**src/rtl/tia_hsync_controller.sv**
```systemverilog
// ---------------------------------------------------------------------------
// tia_hsync_controller
//
// Horizontal timing generator for a TIA-style video chip. A 2-bit phase
// counter divides the colour clock by four; every fourth clock a 6-bit LFSR
// (hcount) advances one count. A line is 57 counts (228 clk). The line
// position is decoded into registered sync/blank/centre strobes, and a
// WSYNC halt holds the CPU ready line low until the next line start.
//
// Ports
//   clk        in   master colour clock, all state changes on posedge
//   reset      in   asynchronous active-low reset
//   wsync      in   one-clk strobe: halt CPU (rdy low) until next line start
//   rsync      in   one-clk strobe: restart the line immediately
//   hmove      in   one-clk strobe: extend this line's hblank by two counts
//   hcount     out  [5:0] current horizontal LFSR state
//   phase      out  [1:0] clock phase within a count, 0..3
//   hsync      out  horizontal sync, counts 4..7
//   hblank     out  horizontal blank, counts 0..15 (0..17 after hmove)
//   center     out  high for the whole of count 36
//   line_start out  one-clk pulse marking entry to count 0
//   rdy        out  CPU ready, low while a WSYNC halt is pending
// ---------------------------------------------------------------------------
module tia_hsync_controller (
  input  logic       clk,
  input  logic       reset,
  input  logic       wsync,
  input  logic       rsync,
  input  logic       hmove,
  output logic [5:0] hcount,
  output logic [1:0] phase,
  output logic       hsync,
  output logic       hblank,
  output logic       center,
  output logic       line_start,
  output logic       rdy
);

  // One LFSR advance: shift right, feed back cur[1] XNOR-style into bit 5.
  function automatic logic [5:0] lfsr_next(input logic [5:0] cur);
    return {cur[1] ^ ~cur[0], cur[5:1]};
  endfunction

  // Pattern reached after k advances from zero; used only at elaboration
  // so the decode constants stay tied to the feedback rule above.
  function automatic logic [5:0] lfsr_pattern(input int k);
    logic [5:0] p;
    p = 6'b000000;
    for (int i = 0; i < k; i++) begin
      p = lfsr_next(p);
    end
    return p;
  endfunction

  localparam logic [5:0] PAT_LAST        = lfsr_pattern(56);
  localparam logic [5:0] PAT_HSYNC_ON    = lfsr_pattern(4);
  localparam logic [5:0] PAT_HSYNC_OFF   = lfsr_pattern(8);
  localparam logic [5:0] PAT_HBLANK_OFF  = lfsr_pattern(16);
  localparam logic [5:0] PAT_LATE_HB_OFF = lfsr_pattern(18);
  localparam logic [5:0] PAT_CENTER      = lfsr_pattern(36);

  logic       late_hb;
  logic       advance;
  logic       restart;
  logic       step;
  logic       late_next;
  logic [5:0] next_count;

  // restart covers both the natural wrap and a forced rsync; rsync wins over
  // any advance that would have happened on the same edge. hmove on a restart
  // edge survives the clear so it applies to the new line.
  always_comb begin
    advance    = (phase == 2'd3);
    restart    = rsync | (advance & (hcount == PAT_LAST));
    step       = rsync | advance;
    next_count = restart ? 6'b000000 : lfsr_next(hcount);
    late_next  = restart ? hmove : (late_hb | hmove);
  end

  // All outputs are registered and describe the count being entered on the
  // edge. hsync/hblank are set/clear flops keyed on the entered pattern, so
  // a late hmove after blanking has ended cannot bring hblank back.
  always_ff @(posedge clk or negedge reset) begin
    if (!reset) begin
      phase      <= 2'd0;
      hcount     <= 6'b000000;
      late_hb    <= 1'b0;
      line_start <= 1'b0;
      rdy        <= 1'b1;
      hsync      <= 1'b0;
      hblank     <= 1'b1;
      center     <= 1'b0;
    end else begin
      phase      <= rsync ? 2'd0 : phase + 2'd1;
      late_hb    <= late_next;
      line_start <= restart;
      // A wsync coinciding with the release edge re-arms the halt.
      rdy        <= restart ? ~wsync : (rdy & ~wsync);
      if (step) begin
        hcount <= next_count;
        center <= (next_count == PAT_CENTER);
        if (restart) begin
          hsync  <= 1'b0;
          hblank <= 1'b1;
        end else begin
          if (next_count == PAT_HSYNC_ON) begin
            hsync <= 1'b1;
          end else if (next_count == PAT_HSYNC_OFF) begin
            hsync <= 1'b0;
          end
          if (next_count == PAT_HBLANK_OFF) begin
            hblank <= late_next;
          end else if (next_count == PAT_LATE_HB_OFF) begin
            hblank <= 1'b0;
          end
        end
      end
    end
  end

endmodule

```
**config.mk**
```make
export PLATFORM = sky130hd
export DESIGN_NAME = tia_hsync_controller
export DESIGN_NICKNAME = d
export VERILOG_FILES = /design/src/rtl/tia_hsync_controller.sv
export SDC_FILE = /design/constraint.sdc
export NUM_CORES = 1
export LEC_CHECK = 0
export ABC_AREA = 1
export ABC_CLOCK_PERIOD_IN_PS = 1720
export CORE_MARGIN = 8
export CORE_UTILIZATION = 46
export CTS_CLUSTER_DIAMETER = 200
export DETAILED_ROUTE_END_ITERATION = 8
export GPL_TIMING_DRIVEN = 1
export PLACE_DENSITY_LB_ADDON = 0.05
export SYNTH_ARGS = -nofsm -noshare
export SYNTH_HDL_FRONTEND = slang
export SYNTH_SLANG_ARGS = --single-unit
```
**constraint.sdc**
```tcl
create_clock -name clk -period 1.72 [get_ports clk]
set_input_delay 0.344 -clock clk [delete_from_list [all_inputs] [get_ports clk]]
set_output_delay 0.344 -clock clk [all_outputs]
set_load 0.05 [all_outputs]
```
* After elaboration in Yosys (flattened, before gate mapping)
Index checks and enable logic that the tools add are counted.
** Word-level totals
- Bits in read-only memories :: 0
- Bits in latches :: 0
- Input port bits :: 5
- Output and inout port bits :: 13
- Memories :: 0
- Word-level logic and storage cells :: 38
- Flip-flop bits (word level) :: 14
- RAM bits :: 0
** Cells by class
- Div/mod/pow operators :: 0
- Reduce and logical (&&, ||, !) cells :: 4
- $lt $le $gt $ge :: 0
- Equal/unequal tests :: 7
- $mul :: 0
- $add $sub $neg :: 1
- Mux-type cells :: 10
- Bitwise logic cells :: 8
- Shifts and indexed selects :: 0
** Operators by type and width (number)
- $eq 6x5->1 const B :: 3
- $eq 6x6->1 const B :: 3
- $mux 1 :: 8
- $mux 6 :: 1
- $reduce_bool 3->1 :: 2
- $reduce_and 2->1 :: 2
- $or 1x1->1 :: 3
- $add 2x1->2 const B :: 1
- $and 1x1->1 :: 2
- $eq 2x2->1 const B :: 1
- $mux 2 :: 1
- $not 1->1 :: 2
- $xor 1x1->1 :: 1

* Depth between registers and ports, before layout
- Depth after elaboration :: 8
- Gate-level depth with buffers :: 13
- Mapped depth without buffers :: 13

* Worst setup path before layout
Ideal clock, no wire load.
- Kind :: register -> register
- Start point :: register hcount[1]
- End point :: register hsync
- Path slack :: -0.042 ns
- Buffers on the path :: 0
- Stages on the path, launching flop included :: 13
- Arrival time :: 1.643 ns
- Data required time :: 1.601 ns
- Clock period less this slack :: 1.762 ns
- Setup time :: 0.119 ns
- Cells stage by stage :: dfrtp_1 > inv_1 > ha_1 > nand2_1 > inv_2 > nand3_4 > nand3b_2 > nor2_1 > nand2_1 > nand2_1 > nand2_1 > nand2_1 > nand2_1
** On the way
- Word-level cells in the longest chain between the ends :: 7
- Elaborated cells on any way between the ends :: 11
- Classes of those cells :: eq/ne: 3; mux: 3; bitwise: 3; reduce/logical: 2
** Ends and longest elaborated chain
- start: declaration :: RTL line 30 : output logic [5:0] hcount,
- start signal: assignment :: RTL line 100 : hcount <= next_count;
- $eq 6x5->1 :: RTL line 74 : restart = rsync | (advance & (hcount == PAT_LAST));
- $and 1x1->1 :: RTL line 74
- $or 1x1->1 :: RTL line 74
- $mux 6 :: RTL line 76 : next_count = restart ? 6'b000000 : lfsr_next(hcount);
- $eq 6x6->1, on equally long branches :: RTL line 106, 108
- $reduce_bool 3->1 (no line) or $mux 1 (tied branches)
- $reduce_and 2->1 (no line) or $mux 1 (tied branches)
- end signal: assignment :: RTL line 103 : hsync <= 1'b0;
- end signal: assignment :: RTL line 107 : hsync <= 1'b1;
- end signal: assignment :: RTL line 109 : hsync <= 1'b0;
- end: declaration :: RTL line 32 : output logic hsync,
Several ways; a longest one is shown, not always the timed one.
A chain may end at the register's enable or synchronous reset.

* Final worst setup path
Same ends and word-level chain as after synthesis.

==> out/results.ini <==
[status]
status=finished clean

[route]
first_pass_iters=4
ant_nets=0
vias_per_cell=4.98
drc=0
wirelength_um=1580
vias=602
wire_per_inst_um=13.1
initialDrtViolationCount=17

[run]
drv_cap=0

[die]
num_io_pins=18
rows=14
die_h_um=55.7
die-area_mm2=0.00310
core_area_mm2=0.00149
die_w_um=55.7
initial_core_util_pct=48.6

[worst_setup_path]
critPathMaxFanout=5
critical_path.endpoint_type=flop
cp_num_cells=9
cpMaxStageDelayCell=dfrtp_2
cp_data_arrival_time_ns=1.70
worst-path-buf-inv=1
critPathTopFamily=simple AND/OR/NAND/NOR gates
critPathLaunchType=flop
worstSetupPathType=reg -> reg
r2r_slack_ns=0.19
rr_endpoint=hsync
r2r_cells=9
r2r-start=hcount[1]
critical_path.most_common_cell=nand2_1
critPathMaxStageDelay_ns=0.45
crit_chain=inv_1 > ha_1 > nand3b_2 > nor2_1 > nand2_1 > nand2_1 > nand2_1 > nand2_1 > nand2_1
crit_required_ns=1.89

[clock_tree]
clockBufferDepth=2
cts-root-buf=clkbuf_4
ctsHoldBuffers=0
clk_pin_slew_ns=0.09
cts_tree=built
numClockSinks=14
cts_resized=0
cts_inserted_buffers=3
post_cts_buffers=0
clk-insertion-delay-late_ns=0.28
h-tree-depth=1

[layout]
filler_cell_count=134
areaGrowthSynthToFinish_pct=35.1
stdcell_count=121
num_antenna_cells=0
fin_nets=113
drive_gt1_share_pct=37.1
seq_area_um2=355
multi_input_area_um2=298

[logic_synthesis]
yosysTopAreaCell=dfrtp_1
synth_edf_count=0
synth_top_flop_cell=dfrtp_1
ys_ff_latch=14
synthTopCellsByCount=nand2_1, dfrtp_1, inv_1
yosysWarnings=0
async_reset_ff_share_pct=100
syn_nets=87
synth_cell_types=24
syn_avg_cell_area_um2=9.04
synth_cells=80
synth.area.top_cells=dfrtp_1, nand2_1, dfstp_2
synth_seq_area_share_pct=48.8
synth_top_area_share_pct=41.5
synth_most_common_cell=nand2_1
syn_area_um2=723

[power]
pwr_density_cell_mw_per_mm2=676
p_sw_mw=0.186
pwr-share-clk_pct=29.7
seq_power_share_pct=52.7
p_int_mw=0.475
switching_share_pct=28.2
power_leakage_nw=0.508
combPwrFrac_pct=17.6
ir_drop_mv=0.566

[global_routing]
first_global_vias=627
grt_max_degree=10
antenna_found_initial=0
grt_use_total_pct=11.0
grt_pass1_wl_um=2840
globalRouteOverflowTotal=0

[placement]
gp_congestion=0.854
place_ws_ns=0.110
place_inst=117
port_buffers=17
dp_hpwl_um=1260

[timing]
maxSlewViolCount=0
fmax_mhz=654
tns_ns=0
max-slew-margin-rel_pct=78.8
skew_ns=0.00641
hold_viol_final=0
setup_violations=0
worst_pin_slew_ns=0.317
post-route-period-util_pct=88.9
fin_ws_ns=0.191
layout_min_cycle_time_ns=1.53
rsz0062_at_grt=no

[hold_path]
worstHoldPathType=in -> async

==> state kept, by name, summed over array words and instances (netlist names) <==
register    count
hsync           1
hcount          6
phase           2
line_start      1
hblank          1
rdy             1
late_hb         1
center          1
==> power by group through the flow <==
stage	clock network, mW	logic, mW	registers [mW]
after floorplan	0	0.0378	0.383
after global placement	0	0.115	0.354
after detailed placement	0	0.119	0.355
after CTS	0.208	0.119	0.349
after global routing	0.221	0.128	0.349
final	0.196	0.116	0.348
==> final cells by class <==
class | count | area share [%]
timing repair buffer | 21 | 21.0
tap | 16 | 2.05
multi-input combinational | 51 | 30.5
inverter | 15 | 7.43
sequential | 14 | 36.4
clock buffer | 4 | 2.69
==> worst max-delay path by stage <==
stage                   start    end  slack [ns]
floorplan           hcount[0]  hsync       0.007
global placement        rsync  hsync        0.13
detailed placement      rsync  hsync        0.11
CTS                 hcount[1]  hsync        0.19
global route        hcount[1]  hsync        0.04
finish              hcount[1]  hsync        0.19
==> through the flow <==
step / hold WS [ns] / power (mW) / utilization, % / instance area [um^2]
final: 0.310 / 0.661 / 65.6 / 977
after global routing: 0.332 / 0.699 / 65.6 / 977
after global placement: 0.433 / 0.469 / 63.9 / 951
after CTS: 0.310 / 0.675 / 65.6 / 977
after floorplan: 0.0484 / 0.421 / - / 726
after detailed placement: 0.447 / 0.473 / 63.9 / 951
==> routing by layer <==
| layer | track usage, % | vias up | share of wire (%) |
|---|---|---|---|
| met5 | 0 | - | 0 |
| met4 | 4.23 | 0 | 1.2 |
| met3 | 4.34 | 2 | 7.1 |
| met2 | 17.5 | 14 | 48 |
| met1 | 13.0 | 282 | 44 |
| li1 | - | 304 | - |
==> cells in the final DEF, fill, tap and decap left out, types with 2 or more instances in the layout <==
cell type,instances
buf_12,3
clkdlybuf4s50_1,4
nand3_1,7
inv_1,9
dfstp_2,2
nand2_1,15
nor2_1,8
dfrtp_2,2
clkbuf_4,3
dfrtp_1,10
inv_2,4
ha_1,2
nand2_2,2
buf_4,14
o21ai_0,5
==> cells by family after synthesis <==
| family | synth area share [%] |
|---|---|
| buffers and inverters | 10.0 |
| DFF | 48.8 |
| AOI/OAI and AO/OA | 5.54 |
| adders and majority gates | 3.46 |
| and+or+nand+nor | 32.2 |
(Power assumes the default switching activity.)
